## src/rtl/fetch_queue_pkg.sv

```systemverilog
// rtl/fetch_queue_pkg.sv - shared types for the fetch front end
//
// Purpose: types shared by fetch_queue and fetch_fifo.
//   fetch_state_t : request tracking state of the fetch engine
//   fetch_entry_t : one queued instruction {pc, instr}
//   ibus_req_t    : instruction bus request {valid, addr}
//   ibus_resp_t   : instruction bus response {addr_ok, data_ok, data}
//   align_pc      : forces a target address onto a 4-byte boundary

package fetch_queue_pkg;

    typedef enum logic [1:0] {
        IDLE    = 2'd0,
        REQ     = 2'd1,
        DISCARD = 2'd2
    } fetch_state_t;

    typedef struct packed {
        logic [63:0] pc;
        logic [31:0] instr;
    } fetch_entry_t;

    typedef struct packed {
        logic        valid;
        logic [63:0] addr;
    } ibus_req_t;

    typedef struct packed {
        logic        addr_ok;
        logic        data_ok;
        logic [31:0] data;
    } ibus_resp_t;

    localparam logic [63:0] PC_STEP = 64'd4;

    function automatic logic [63:0] align_pc(input logic [63:0] pc);
        return {pc[63:2], 2'b00};
    endfunction

endpackage

```

## src/rtl/fetch_fifo.sv

```systemverilog
// rtl/fetch_fifo.sv - circular instruction queue for the fetch front end
//
// Purpose: DEPTH-entry circular buffer of fetch_entry_t with wrap-around
// read/write pointers. Flush empties the queue and overrides push/pop.
// Ports:
//   clk, rst_n  : clock, asynchronous active-low reset
//   push        : write push_entry at the tail (caller guarantees not full)
//   push_entry  : entry to write
//   pop         : drop the head entry (caller guarantees not empty)
//   flush       : empty the queue (pointers and count to zero)
//   head        : current head entry (registered storage)
//   count       : number of occupied entries

module fetch_fifo
    import fetch_queue_pkg::*;
#(
    parameter int DEPTH = 4
) (
    input  logic                       clk,
    input  logic                       rst_n,
    input  logic                       push,
    input  fetch_entry_t               push_entry,
    input  logic                       pop,
    input  logic                       flush,
    output fetch_entry_t               head,
    output logic [$clog2(DEPTH+1)-1:0] count
);

    localparam int PW = $clog2(DEPTH);
    localparam int CW = $clog2(DEPTH + 1);

    fetch_entry_t   mem_q [DEPTH];
    fetch_entry_t   mem_d [DEPTH];
    logic [PW-1:0]  wr_ptr_q, wr_ptr_d;
    logic [PW-1:0]  rd_ptr_q, rd_ptr_d;
    logic [CW-1:0]  count_q, count_d;

    always_comb begin
        mem_d    = mem_q;
        wr_ptr_d = wr_ptr_q;
        rd_ptr_d = rd_ptr_q;
        count_d  = count_q;
        if (flush) begin
            wr_ptr_d = '0;
            rd_ptr_d = '0;
            count_d  = '0;
        end else begin
            // DEPTH is a power of two, so pointer overflow is the wrap.
            if (push) begin
                mem_d[wr_ptr_q] = push_entry;
                wr_ptr_d        = wr_ptr_q + 1'b1;
            end
            if (pop) begin
                rd_ptr_d = rd_ptr_q + 1'b1;
            end
            unique case ({push, pop})
                2'b10:   count_d = count_q + 1'b1;
                2'b01:   count_d = count_q - 1'b1;
                default: count_d = count_q;
            endcase
        end
    end

    always_ff @(posedge clk or negedge rst_n) begin
        if (!rst_n) begin
            for (int i = 0; i < DEPTH; i++) begin
                mem_q[i] <= '0;
            end
            wr_ptr_q <= '0;
            rd_ptr_q <= '0;
            count_q  <= '0;
        end else begin
            mem_q    <= mem_d;
            wr_ptr_q <= wr_ptr_d;
            rd_ptr_q <= rd_ptr_d;
            count_q  <= count_d;
        end
    end

    assign head  = mem_q[rd_ptr_q];
    assign count = count_q;

endmodule

```

## src/rtl/fetch_queue.sv

```systemverilog
// rtl/fetch_queue.sv - fetch PC owner, instruction bus master and decode queue
//
// Purpose: issues one instruction bus request at a time, buffers returned
// instructions in a fetch_fifo, and hands them to decode via valid/ready.
// A redirect flushes the queue and squashes any in-flight response.
// Ports:
//   clk, reset     : clock, asynchronous active-low reset
//   ireq           : bus request {valid, addr}, both registered
//   iresp          : bus response; data_ok and data are used
//   redirect_valid : one-cycle pulse, new fetch target + flush
//   redirect_pc    : redirect target (low two bits ignored)
//   out_valid      : queue head is valid for decode
//   out_ready      : decode accepts the head this cycle
//   out_pc         : PC of the head entry
//   out_instr      : instruction of the head entry
//   count          : number of occupied queue entries

module fetch_queue
    import fetch_queue_pkg::*;
#(
    parameter int          DEPTH    = 4,
    parameter logic [63:0] RESET_PC = 64'h8000_0000
) (
    input  logic                       clk,
    input  logic                       reset,
    output ibus_req_t                  ireq,
    input  ibus_resp_t                 iresp,
    input  logic                       redirect_valid,
    input  logic [63:0]                redirect_pc,
    output logic                       out_valid,
    input  logic                       out_ready,
    output logic [63:0]                out_pc,
    output logic [31:0]                out_instr,
    output logic [$clog2(DEPTH+1)-1:0] count
);

    localparam int             CW      = $clog2(DEPTH + 1);
    localparam logic [CW:0]    DEPTH_W = (CW + 1)'(DEPTH);

    fetch_state_t  state_q, state_d;
    logic [63:0]   fetch_pc_q, fetch_pc_d;
    logic [63:0]   req_pc_q, req_pc_d;

    logic          push;
    logic          pop;
    fetch_entry_t  push_entry;
    fetch_entry_t  head;
    logic [CW-1:0] fifo_count;
    logic [CW:0]   count_next;
    logic          slot_free;
    logic          unused_addr_ok;

    assign unused_addr_ok = iresp.addr_ok;

    // Decode never sees the head during a redirect, so no pop collides
    // with the flush.
    assign out_valid = (fifo_count != '0) & ~redirect_valid;
    assign pop       = out_valid & out_ready;
    assign push      = (state_q == REQ) & iresp.data_ok & ~redirect_valid;

    assign push_entry = '{pc: req_pc_q, instr: iresp.data};

    // Issue credit: a request is only launched if its response is certain
    // to find a free slot, so a push can never hit a full queue.
    assign count_next = {1'b0, fifo_count} + {{CW{1'b0}}, push} - {{CW{1'b0}}, pop};
    assign slot_free  = count_next < DEPTH_W;

    always_comb begin
        state_d    = state_q;
        fetch_pc_d = fetch_pc_q;
        req_pc_d   = req_pc_q;
        if (redirect_valid) begin
            // req_pc is left alone: the bus address must hold until data_ok.
            fetch_pc_d = align_pc(redirect_pc);
            unique case (state_q)
                IDLE:    state_d = IDLE;
                REQ:     state_d = iresp.data_ok ? IDLE : DISCARD;
                DISCARD: state_d = iresp.data_ok ? IDLE : DISCARD;
                default: state_d = IDLE;
            endcase
        end else begin
            unique case (state_q)
                IDLE: begin
                    if (slot_free) begin
                        state_d  = REQ;
                        req_pc_d = fetch_pc_q;
                    end
                end
                REQ: begin
                    if (iresp.data_ok) begin
                        fetch_pc_d = req_pc_q + PC_STEP;
                        if (slot_free) begin
                            state_d  = REQ;
                            req_pc_d = req_pc_q + PC_STEP;
                        end else begin
                            state_d = IDLE;
                        end
                    end
                end
                DISCARD: begin
                    if (iresp.data_ok) begin
                        state_d = IDLE;
                    end
                end
                default: state_d = IDLE;
            endcase
        end
    end

    always_ff @(posedge clk or negedge reset) begin
        if (!reset) begin
            state_q    <= IDLE;
            fetch_pc_q <= RESET_PC;
            req_pc_q   <= RESET_PC;
        end else begin
            state_q    <= state_d;
            fetch_pc_q <= fetch_pc_d;
            req_pc_q   <= req_pc_d;
        end
    end

    assign ireq.valid = (state_q != IDLE);
    assign ireq.addr  = req_pc_q;

    fetch_fifo #(
        .DEPTH (DEPTH)
    ) u_fifo (
        .clk        (clk),
        .rst_n      (reset),
        .push       (push),
        .push_entry (push_entry),
        .pop        (pop),
        .flush      (redirect_valid),
        .head       (head),
        .count      (fifo_count)
    );

    assign out_pc    = head.pc;
    assign out_instr = head.instr;
    assign count     = fifo_count;

endmodule

```

## config.mk

```make
export PLATFORM = sky130hd
export DESIGN_NAME = fetch_queue
export DESIGN_NICKNAME = d
export VERILOG_FILES = /design/src/rtl/fetch_queue_pkg.sv /design/src/rtl/fetch_fifo.sv /design/src/rtl/fetch_queue.sv
export SDC_FILE = /design/constraint.sdc
export NUM_CORES = 1
export LEC_CHECK = 0
export ABC_AREA = 1
export CAP_MARGIN = 25
export CORE_MARGIN = 2
export CORE_UTILIZATION = 40
export CTS_BUF_LIST = sky130_fd_sc_hd__clkbuf_4 sky130_fd_sc_hd__clkbuf_8
export DETAILED_ROUTE_END_ITERATION = 8
export PLACE_DENSITY_LB_ADDON = 0.2
export SLEW_MARGIN = 20
export SYNTH_ARGS = -nofsm -noshare
export SYNTH_HDL_FRONTEND = slang
export SYNTH_SLANG_ARGS = --single-unit
```

## constraint.sdc

```tcl
create_clock -name clk -period 2.3 [get_ports clk]
set_input_delay 0.23 -clock clk [delete_from_list [all_inputs] [get_ports clk]]
set_output_delay 0.23 -clock clk [all_outputs]
set_load 0.05 [all_outputs]
```

== Yosys cells after proc, flatten, opt, wreduce, memory -nomap -nowiden ==
Index checks and enable logic that the tools add are counted.

* $add $sub $neg: 7
* $mul: 0
* Div/mod/pow operators: 0
* $lt $le $gt $ge: 4
* Equal/unequal tests: 10
* Shift operators: 0
* Multiplexer cells: 27
* Bitwise operators: 7
* Reduce and logical (&&, ||, !) cells: 15

{| class="wikitable"
|+ Operators by type and width
! operator !! number
|-
| 384-bit bitwise mux || 1
|-
| 64-bit two-way mux || 6
|-
| 96-bit two-way mux || 3
|-
| 96-bit binary-select mux with 2-bit select || 1
|-
| 96-bit demux with 2-bit select || 1
|-
| 64-bit one-hot mux with 2 select lines || 1
|-
| 64-bit by 3-bit adder with 64-bit output, second input constant || 1
|-
| 2-bit two-way mux || 10
|-
| 2-bit nonzero test || 6
|-
| 3-bit != test, second input constant || 3
|-
| 3-bit >= comparator, second input constant || 2
|-
| 2-bit != test, second input constant || 3
|-
| 2-bit NOT with 3-bit output || 2
|-
| 2-bit one-hot mux with 3 select lines || 1
|-
| 3-bit one-hot mux with 2 select lines || 1
|-
| 3-bit nonzero test || 2
|-
| 5-bit AND reduction || 1
|-
| 2-bit by 1-bit adder with 2-bit output, second input constant || 2
|-
| 3-bit by 1-bit adder with 4-bit output || 1
|-
| 1-bit AND || 4
|-
| 2-bit by 1-bit == test with 1-bit output, second input constant || 2
|-
| 2-bit == test, second input constant || 2
|-
| 4-bit by 3-bit < comparator with 1-bit output, second input constant || 1
|-
| 2-bit AND reduction || 2
|-
| 11 further kinds || 11
|}

* Flip-flop bits (word level): 521
* Latch bits: 0
* Bits in writable memories: 0
* Bits in read-only memories: 0
* Input bits: 102
* Output and inout bits: 165
* Word-level logic and storage cells: 84
* Memories: 0

== Longest topological paths before layout ==
* Depth after elaboration: 10
* Mapped depth: 15
* Mapped depth without buffers: 15

== By module ==
Synthesis repeated with hierarchy kept, for this count alone.

* Cell total of the unflattened synthesis: 3,230
* Area total of the unflattened synthesis: 26,225.2 µm²

{| class="wikitable"
|+ Modules (own cells, without submodules)
! module !! instances !! cells each !! area each (µm²) !! seq. area each (µm²)
|-
| fetch_fifo || 1 || 1,931 || 17,924.7 || 9,784.4
|-
| fetch_queue || 1 || 1,299 || 8,300.5 || 3,255.6
|}

== Least setup slack after synthesis ==
No wires, ideal clock.

* Path type: reg-to-output
* Start point: register u_fifo.rd_ptr_q[0]
* End point: output out_pc[59]
* Data arrival time: 2,087 ps
* Data required time: 2,070 ps
* Setup slack: -17 ps
* Cell stages (with the launch flop): 7
* Buffers on the path: 3
* Cell sequence: dfrtp_1 clkbuf_1 inv_1 clkbuf_1 clkbuf_1 o21ai_0 o22ai_1

* Cells in the longest elaborated chain, start to end: 4

{| class="wikitable"
|+ RTL lines
! item !! line !! text
|-
| start, declared || fetch_fifo.sv:35 || <nowiki>logic [PW-1:0] rd_ptr_q, rd_ptr_d;</nowiki>
|-
| start signal, assigned || fetch_fifo.sv:75 || <nowiki>rd_ptr_q <= rd_ptr_d;</nowiki>
|-
| 2-bit NOT with 3-bit output (implied by the code) || fetch_fifo.sv:80 || <nowiki>assign head = mem_q[rd_ptr_q];</nowiki>
|-
| 96-bit binary-select mux with 2-bit select || fetch_fifo.sv:80 ||
|-
| 96-bit two-way mux (implied by the code) (2 in a row) || fetch_fifo.sv:80 ||
|-
| end, declared || fetch_queue.sv:32 || <nowiki>output logic [63:0] out_pc,</nowiki>
|}

No other way between the ends. The select of a mux whose other input is x is not followed.

== Worst setup path after layout ==
* Start point: register u_fifo.rd_ptr_q[0]
* End point: output out_pc[32]

Same word-level chain as after synthesis.

==> impl_metrics.ini <==
[yosys]
ys_ff_latch = 521
synth_seq_area_share_pct = 53.1
synth_edf_count = 0
synthesis.area_sq_mm = 0.0245
synthesis.nets = 3215
synthFlopType = dfrtp_1
ys_top_cells_by_area = dfrtp_1 53%, nand2_1 15%, o21ai_0 13%
syn_area_per_cell_sq_um = 7.91
yosys-top-cells-count = 1012 x nand2_1, 616 x o21ai_0, 519 x dfrtp_1, 280 x nor2_1, 164 x clkbuf_1
synth.largest_area_cell = dfrtp_1
synth_top_area_share_pct = 52.9
yosys_warnings = 0
yosysMostFrequentCell = nand2_1
yosys.cell_types.count = 34
syn_inst = 3102
synth-async-reset-ratio_pct = 100

[timing]
rsz0062_at_grt = yes
fin_crit_sh_pct = 107
period_needed_ps = 2450
slew_violations = 0
setup-violations-final = 93
maxSlewHeadroom_pct = 48.0
hold_viol = 0
fmax_ghz = 0.407
setup_slack_ps = -155
finalClockSkew_ps = 18.7
tightest_slew_ps = 779

[routing]
antenna_left = 0
dr_wl_met3_microns = 5490
drc = 0
drt-met1-wl_microns = 39300
first_iter_violations = 1998
num_vias = 23500
wl_met2_microns = 41500
wire_per_inst_microns = 20.4
totalWireLength_microns = 88800
drtPass1Iterations = 5
vias_per_cell = 5.41
routed.top_layer = met4

[grt]
grt_antenna_before_repair = 0
grt_overflow = 0
grt_usage_pct = 27.1
grt_pass1_wl_microns = 134000
grt_pass1_vias = 23000
grt_max_degree = 109

[clock_network]
clock_latency_ps = 680
clockBufferDepth = 3
cts_tree = yes
root_buffer = clkbuf_8
numClockSinks = 521
cts_max_level = 3
clk_pin_slew_worst_paths_ps = 60
cts_buffers = 93

[critical_path]
critPathMostFrequentCell = buf_12
cp_max_fo = 9
critical_path.startpoint_type = register
reg2regPathDepth = 10
cpPeakStageDelay_ps = 540
worstSetupPathType = reg2out
required_ps = 2070
cp_top_family = buffers and inverters
worst-path-stages = 6
cpMaxStageDelayCell = dfrtp_4
crit_buf_inv = 4
worstPathCellList = buf_12 > buf_12 > buf_16 > nor2_2 > o22ai_2 > buf_12
critPathArrivalTime_ps = 2220
cp-end-kind = primary output

[floorplan]
fp.dieH_microns = 252
rows = 90
ios = 267
start_util_pct = 40.6
die_x_microns = 252
dieArea_sq_mm = 0.0634
core_area_sq_mm = 0.0605

[layout]
final_layout_size_suffix_gt1_share_pct = 21.3
stdcell_area_sq_mm = 0.0347
finalNetCount = 3609
syn2layout_area_growth_pct = 41.3
antennaDiodeCount = 0

[pwr]
peakVddDrop_mv = 0.796
power.leakage_nw = 16.0
powerDensity_mw_per_mm2 = 1370
total_power_mw = 47.6

[placed_design]
io_buffers = 263
place_congestion = 0.940
dpl-instance-area_sq_mm = 0.0303
dp_hpwl_microns = 55900

[job]
drv_cap = 0

[run_status]
status = finished, violations left
violations = negative setup slack

[hold_path]
hp-class = in2reg
min_delay_path_depth = 4
worst paths after layout:
kind | start | to | slack [ps]
min in group asynchronous | reset | u_fifo.mem_q[329]$_DFFE_PN0P_ | 110
max in group asynchronous | reset | u_fifo.mem_q[97]$_DFFE_PN0P_ | 1330
hold reg to reg | u_fifo.mem_q[159]$_DFFE_PN0P_ | u_fifo.mem_q[159]$_DFFE_PN0P_ | 480
setup reg to reg | req_pc_q[40]$_DFFE_PN0P_ | req_pc_q[46]$_DFFE_PN0P_ | 30
setup / recovery | u_fifo.rd_ptr_q[0]$_DFFE_PN0P_ | out_pc[32] | -150
hold / removal | redirect_valid | state_q[1]$_DFFE_PN0P_ | 70
cell usage in the layout (no fill, tap or decap), types with 76 or more instances in the layout:
master	netlist	final
nand2_1	1012	1007
dfrtp_1	519	508
o21ai_0	616	498
nor2_1	280	195
buf_4	0	146
inv_1	148	144
buf_12	0	136
clkdlybuf4s50_1	0	128
clkbuf_8	0	125
o21ai_1	0	82
o22ai_2	0	76
sequential cells by signal, indices dropped and copies added, names as in the netlist:
signal	flops
u_fifo.rd_ptr_q	2
req_pc_q	64
u_fifo.wr_ptr_q	2
state_q	2
u_fifo.mem_q	384
fetch_pc_q	64
u_fifo.count	3
metrics by stage:
step	hold WS, ps	setup TNS [ps]	utilization [%]	cells	worst slack, ps
finish	71.7	-7750	57.4	4343	-155
global route	58.0	-13650	57.4	4343	-193
CTS	9.77	-14340	55.2	4318	-207
detailed placement	211	-3030	50.0	4127	-78.1
global placement	199	-2550	50.0	4127	-63.6
floorplan	-65.6	0	-	3102	5.74
logic make-up (layout without fill, tap and decap cells):
logic type / Yosys count / count (layout) / synth area share, %
adder cells (fa/ha/maj): 11 / 11 / 0.591
flip-flops: 521 / 521 / 53.1
AND/OR/NAND/NOR: 1421 / 1421 / 22.7
XOR/XNOR: 53 / 53 / 1.89
buffers and inverters: 349 / 808 / 5.60
AO/OA/AOI/OAI: 747 / 747 / 16.1
metal layers:
| metal | global-route usage [%] | up-vias |
|---|---|---|
| li1 | - | 10900 |
| met1 | 38.4 | 11600 |
| met2 | 43.0 | 878 |
| met3 | 4.11 | 144 |
| met4 | 8.72 | 0 |
| met5 | 0 | - |
worst reg2reg max path, delay by kind of cell, from the launching register on:
kind | cells | cell delay (ps)
flops | 1 | 480
xor+xnor | 1 | 260
compound gates | 1 | 90
buf+inv | 1 | 190
simple gates | 7 | 1160
timing repair:
item | CTS | global route
endpoints found under the setup margin | 128 | 173
gates cloned | 16 | 17
pin swaps | 32 | 48
hold buffers | 1 | 0
resized for setup | 169 | 305
buffers inserted | 14 | 10
endpoints found under the hold margin | 434 | 0
layout make-up:
cell class / count / area [sq um]
fill: 5329 / 25800
sequential: 521 / 13100
multi-input combinational: 2232 / 11500
timing repair buffer: 495 / 6540
clock buffer: 151 / 1920
tap: 782 / 978
inverter: 153 / 602
clock inverter: 9 / 67.6
power by group:
part,internal [mW],switching (mW)
Sequential,10.9,1.59
Clock,5.23,3.89
Combinational,10.6,15.4
Total,26.7,20.8
Power figures use the tool's default switching activity.
